### config.mk
export PLATFORM = sky130hd
export DESIGN_NAME = bit_serial_alu_sequencer
export DESIGN_NICKNAME = d
export VERILOG_FILES = /design/src/rtl/bit_serial_alu_sequencer.sv
export SDC_FILE = /design/constraint.sdc
export NUM_CORES = 1
export LEC_CHECK = 0
export ABC_AREA = 1
export CAP_MARGIN = 30
export CORE_MARGIN = 1
export CORE_UTILIZATION = 30
export CTS_BUF_LIST = sky130_fd_sc_hd__clkbuf_4 sky130_fd_sc_hd__clkbuf_8
export CTS_CLUSTER_DIAMETER = 50
export DETAILED_ROUTE_END_ITERATION = 16
export PLACE_DENSITY = 0.59
export SYNTH_ARGS = -nofsm -noshare
export SYNTH_HDL_FRONTEND = slang
export SYNTH_SLANG_ARGS = --single-unit
### constraint.sdc
create_clock -name clk -period 4.6 [get_ports clk]
set_input_delay 0.92 -clock clk [delete_from_list [all_inputs] [get_ports clk]]
set_output_delay 0.92 -clock clk [all_outputs]
set_load 0.01 [all_outputs]
### src/rtl/bit_serial_alu_sequencer.sv
// Bit-serial sequencer driving a single external one-bit ALU slice.
// Ports: clk/rst, start/op/a_in/b_in request; busy/done/result/zero/
// overflow/cout/err status; slice_* drive to the slice and its outputs back.
module bit_serial_alu_sequencer #(
    parameter int WIDTH = 32
) (
    input  logic             clk,
    input  logic             rst,
    input  logic             start,
    input  logic [2:0]       op,
    input  logic [WIDTH-1:0] a_in,
    input  logic [WIDTH-1:0] b_in,
    output logic             busy,
    output logic             done,
    output logic [WIDTH-1:0] result,
    output logic             zero,
    output logic             overflow,
    output logic             cout,
    output logic             err,
    output logic             slice_a,
    output logic             slice_b,
    output logic             slice_cin,
    output logic             slice_less,
    output logic [2:0]       slice_op,
    input  logic             slice_result,
    input  logic             slice_cout,
    input  logic             slice_set
);
    localparam int IW = $clog2(WIDTH);
    localparam logic [IW-1:0] LAST = IW'(WIDTH - 1);

    typedef enum logic [1:0] {IDLE, RUN, SLT_FIX, DONE} state_t;

    state_t           state;
    state_t           state_next;
    logic [WIDTH-1:0] a_q;
    logic [WIDTH-1:0] b_q;
    logic [WIDTH-1:0] res_next;
    logic [2:0]       op_q;
    logic [IW-1:0]    idx;
    logic             carry;
    logic             cin_msb;
    logic             cout_msb;
    logic             set_msb;
    logic             legal;
    logic             last;
    logic             lt;

    assign legal = (op inside {3'b000, 3'b001, 3'b010, 3'b110, 3'b111});
    assign last  = (idx == LAST);
    // Sign of a-b corrected for signed overflow at the MSB.
    assign lt    = set_msb ^ cin_msb ^ cout_msb;

    always_ff @(posedge clk or posedge rst) begin
        if (rst) begin
            state <= IDLE;
        end else begin
            state <= state_next;
        end
    end

    always_comb begin
        state_next = state;
        busy       = 1'b0;
        done       = 1'b0;
        slice_a    = 1'b0;
        slice_b    = 1'b0;
        slice_cin  = 1'b0;
        slice_less = 1'b0;
        slice_op   = 3'b000;
        res_next   = result;
        unique case (state)
            IDLE: begin
                if (start) begin
                    res_next   = '0;
                    state_next = legal ? RUN : DONE;
                end
            end
            RUN: begin
                busy          = 1'b1;
                slice_a       = a_q[idx];
                slice_b       = b_q[idx];
                slice_cin     = carry;
                slice_op      = op_q;
                res_next[idx] = slice_result;
                if (last) begin
                    state_next = (op_q == 3'b111) ? SLT_FIX : DONE;
                end
            end
            SLT_FIX: begin
                busy        = 1'b1;
                slice_a     = a_q[0];
                slice_b     = b_q[0];
                slice_cin   = 1'b1;
                slice_less  = lt;
                slice_op    = 3'b111;
                res_next[0] = slice_result;
                state_next  = DONE;
            end
            DONE: begin
                done       = 1'b1;
                state_next = IDLE;
            end
        endcase
    end

    always_ff @(posedge clk or posedge rst) begin
        if (rst) begin
            a_q      <= '0;
            b_q      <= '0;
            op_q     <= 3'b000;
            idx      <= '0;
            carry    <= 1'b0;
            cin_msb  <= 1'b0;
            cout_msb <= 1'b0;
            set_msb  <= 1'b0;
            result   <= '0;
            zero     <= 1'b0;
            overflow <= 1'b0;
            cout     <= 1'b0;
            err      <= 1'b0;
        end else begin
            result <= res_next;
            // Flag tracks the value the result will hold while done is high.
            if (state_next == DONE && state != DONE) begin
                zero <= (res_next == '0);
            end
            unique case (state)
                IDLE: begin
                    if (start && legal) begin
                        a_q   <= a_in;
                        b_q   <= b_in;
                        op_q  <= op;
                        carry <= op[2];
                        idx   <= '0;
                        err   <= 1'b0;
                    end else if (start) begin
                        overflow <= 1'b0;
                        cout     <= 1'b0;
                        err      <= 1'b1;
                    end
                end
                RUN: begin
                    carry <= slice_cout;
                    idx   <= last ? '0 : idx + 1'b1;
                    if (last) begin
                        cin_msb  <= carry;
                        cout_msb <= slice_cout;
                        set_msb  <= slice_set;
                        if (op_q[1] && !op_q[0]) begin
                            overflow <= carry ^ slice_cout;
                            cout     <= slice_cout;
                        end else begin
                            overflow <= 1'b0;
                            cout     <= 1'b0;
                        end
                    end
                end
                SLT_FIX: begin
                    overflow <= 1'b0;
                    cout     <= 1'b0;
                end
                default: begin
                end
            endcase
        end
    end
endmodule
==> run metrics <==
detailed-route via count 5835; clock-pin slew on the worst setup and hold paths 0.07 ns; Final #Nets 1037; Root Driver clkbuf_8; RSZ-0062 raised after global routing no; vias in the first global route 5429; # setup viols final 0; die height 144 um; Distinct cells, synth 26; highest clock rate 259 MHz; max-slew violations 0; routed len/inst 14.5 um; I/O Buffers 117; syn nets 942; Post-CTS Repair Setup Buffers 0; TNS Setup 0 ns; Synth Register Bits 114; first-pass GRT wire length 28900 um; Die X 144 um; final setup skew 0.0128 ns; status finished clean; critical path required time 3.68 ns; total leakage power 3.87 nW; worst hold margin 0.473 ns; Area Growth Syn to Fin 28.9%; clock buffer depth 2; H-tree levels 4; Routed Antenna Nets 0; share of the yosys chip area belonging to registers 46.8%; initial antenna violation count 0; die area 20900 sq um; Worst Max-Slew Pin Slew 0.945 ns; post-route cell area 7850 sq um; Power, Total 4.35 mW; layout cell share with drive strength beyond 1 4.87%; final-layout fill cell count 2098; drt initial violations 549; initial core utilization 31.0%; area of the core 19700 sq um; clock sink count 114; via-per-instance ratio 4.74; row count 51; GPL Wtd Cong 0.836; Num CTS Buffers 17; total track usage 18.3%; DR DRC count 0; Ys Warns 0; drt pass-1 iters 5; Mean Syn Cell Area 7.09 sq um; critical path capture point type primary output; CP arrival 2.94 ns; Final Hold Violating Endpoints 0; Max-Cap Viols 0; Peak VDD IR 194 uV; Setup CP Type flop to primary output; HPWL after DPL 12900 um; diode count 0; fin cells 1230; Hold WC Path Type flop to flop; synthesized instance count 859; Final Critical Period 3.86 ns; clk_lat worst skew 0.45 ns; final WL 17900 um; # hold bufs at CTS 0; Area after DPL 7470 sq um; post-CTS resize count 0; largest net degree at the start of global routing 77; Top Ports 118; crit share post-route 83.8%; Post-Synthesis Cell Area 6090 sq um; Slew headroom 36.9%; pwr dens 554 nW/um^2; grt total ovfl 0; TritonCTS clock tree done; dpl cells 1200; Max FO, Critical Path 26; critical path startpoint category flop
## state kept, by name, indices dropped and copies added, names as in the netlist
name / cells
carry: 1
cout_msb: 1
cout: 1
zero: 1
overflow: 1
err: 1
idx: 5
state: 2
set_msb: 1
b_q: 32
a_q: 32
op_q: 3
cin_msb: 1
result: 32
## power breakdown
group          total, mW  switching, mW  internal, mW
logic               1.79           1.13         0.666
registers           1.62          0.271          1.35
clock network      0.931          0.417         0.513
total               4.35           1.82          2.53
## cell usage after synthesis
cell / count / area (sq um)
nand4_1: 26 / 163
ha_1: 10 / 125
nand3_1: 74 / 370
nor4_1: 1 / 6.26
inv_2: 3 / 11.3
o21ai_0: 57 / 285
o21a_1: 1 / 7.51
clkbuf_1: 26 / 97.6
o31ai_1: 1 / 7.51
nor2_1: 58 / 218
inv_1: 64 / 240
buf_1: 7 / 26.3
nor2_2: 5 / 31.3
dfrtp_1: 114 / 2850
nor3b_1: 1 / 7.51
buf_2: 14 / 70.1
o211ai_1: 1 / 7.51
or2_2: 1 / 6.26
nor3_1: 1 / 5.00
nand3b_1: 1 / 7.51
a21oi_1: 21 / 105
xor2_1: 1 / 8.76
nand2_1: 355 / 1330
o22ai_1: 11 / 68.8
o21bai_1: 3 / 22.5
clkinv_1: 2 / 7.51
## worst paths after layout
check | cells after the start | to | slack (ns) | startpoint
setup / recovery | 10 | slice_a | 0.74 | idx[1]
min in group asynchronous | 2 | carry | 1.00 | rst
setup reg to reg | 16 | zero | 1.37 | idx[1]
max in group asynchronous | 3 | b_q[26] | 2.84 | rst
hold reg to reg | 2 | a_q[10] | 0.47 | a_q[10]
hold / removal | 2 | a_q[10] | 0.47 | a_q[10]
## cell type report
type	count	area [sq um]	share of cell area (%)
clock buffer	21	277	3.52
clock inverter	9	109	1.39
inverter	69	262	3.33
multi-input combinational	629	2790	35.6
sequential	114	2850	36.3
tap	265	332	4.22
timing repair buffer	123	1230	15.6
## stage by stage
stage          worst slack (ns)  utilization [%]
2_1_floorplan             0.664                -
3_3_place_gp               1.21             38.0
3_5_place_dp               1.22             38.0
4_1_cts                   0.724             40.0
5_1_grt                   0.520             40.0
6_report                  0.743             40.0
## cell usage in the layout (no fill, tap or decap), drive strengths merged
cell type,netlist,routed
o31ai,1,1
nand4,26,26
nand3,74,74
ha,10,10
nor3,1,1
nand3b,1,1
nor4,1,1
buf,21,6
clkinv,2,5
o21bai,3,3
o21ai,57,57
o211ai,1,1
nor3b,1,1
nand2,355,355
o22ai,11,11
or2,1,1
dfrtp,114,114
clkdlybuf4s50,0,117
o21a,1,1
a21oi,21,21
clkinvlp,0,4
xor2,1,1
nor2,63,63
bufinv,0,2
inv,67,67
clkbuf,26,21
## per-layer routing
layer | vias up | global-route usage [%] | wire [um]
met3 | 16 | 3.05 | 906
li1 | 2934 | - | -
met4 | 0 | 5.76 | 217
met5 | - | 0 | 0
met2 | 178 | 27.8 | 7970
met1 | 2707 | 26.3 | 8770
## logic make-up (layout without fill, tap and decap cells)
kind of cell / after synthesis / in the layout / share of synthesized area (%)
flip-flops: 114 / 114 / 46.8
AND/OR/NAND/NOR: 523 / 523 / 35.3
AO/OA/AOI/OAI: 95 / 95 / 8.28
adder cells (fa/ha/maj): 10 / 10 / 2.05
XOR/XNOR: 1 / 1 / 0.144
buffers and inverters: 116 / 222 / 7.44
## critical path: stages, from the launching register on
cell and delay [ns]:
dfrtp_1 0.65, inv_1 0.39, o21ai_0 0.17, o22ai_1 0.15, nand2_1 0.07, nand2_1 0.09
nor2_1 0.04, nand2_1 0.07, nand2_1 0.05, a21oi_1 0.22, clkdlybuf4s50_1 0.58
(Power assumes the default switching activity.)
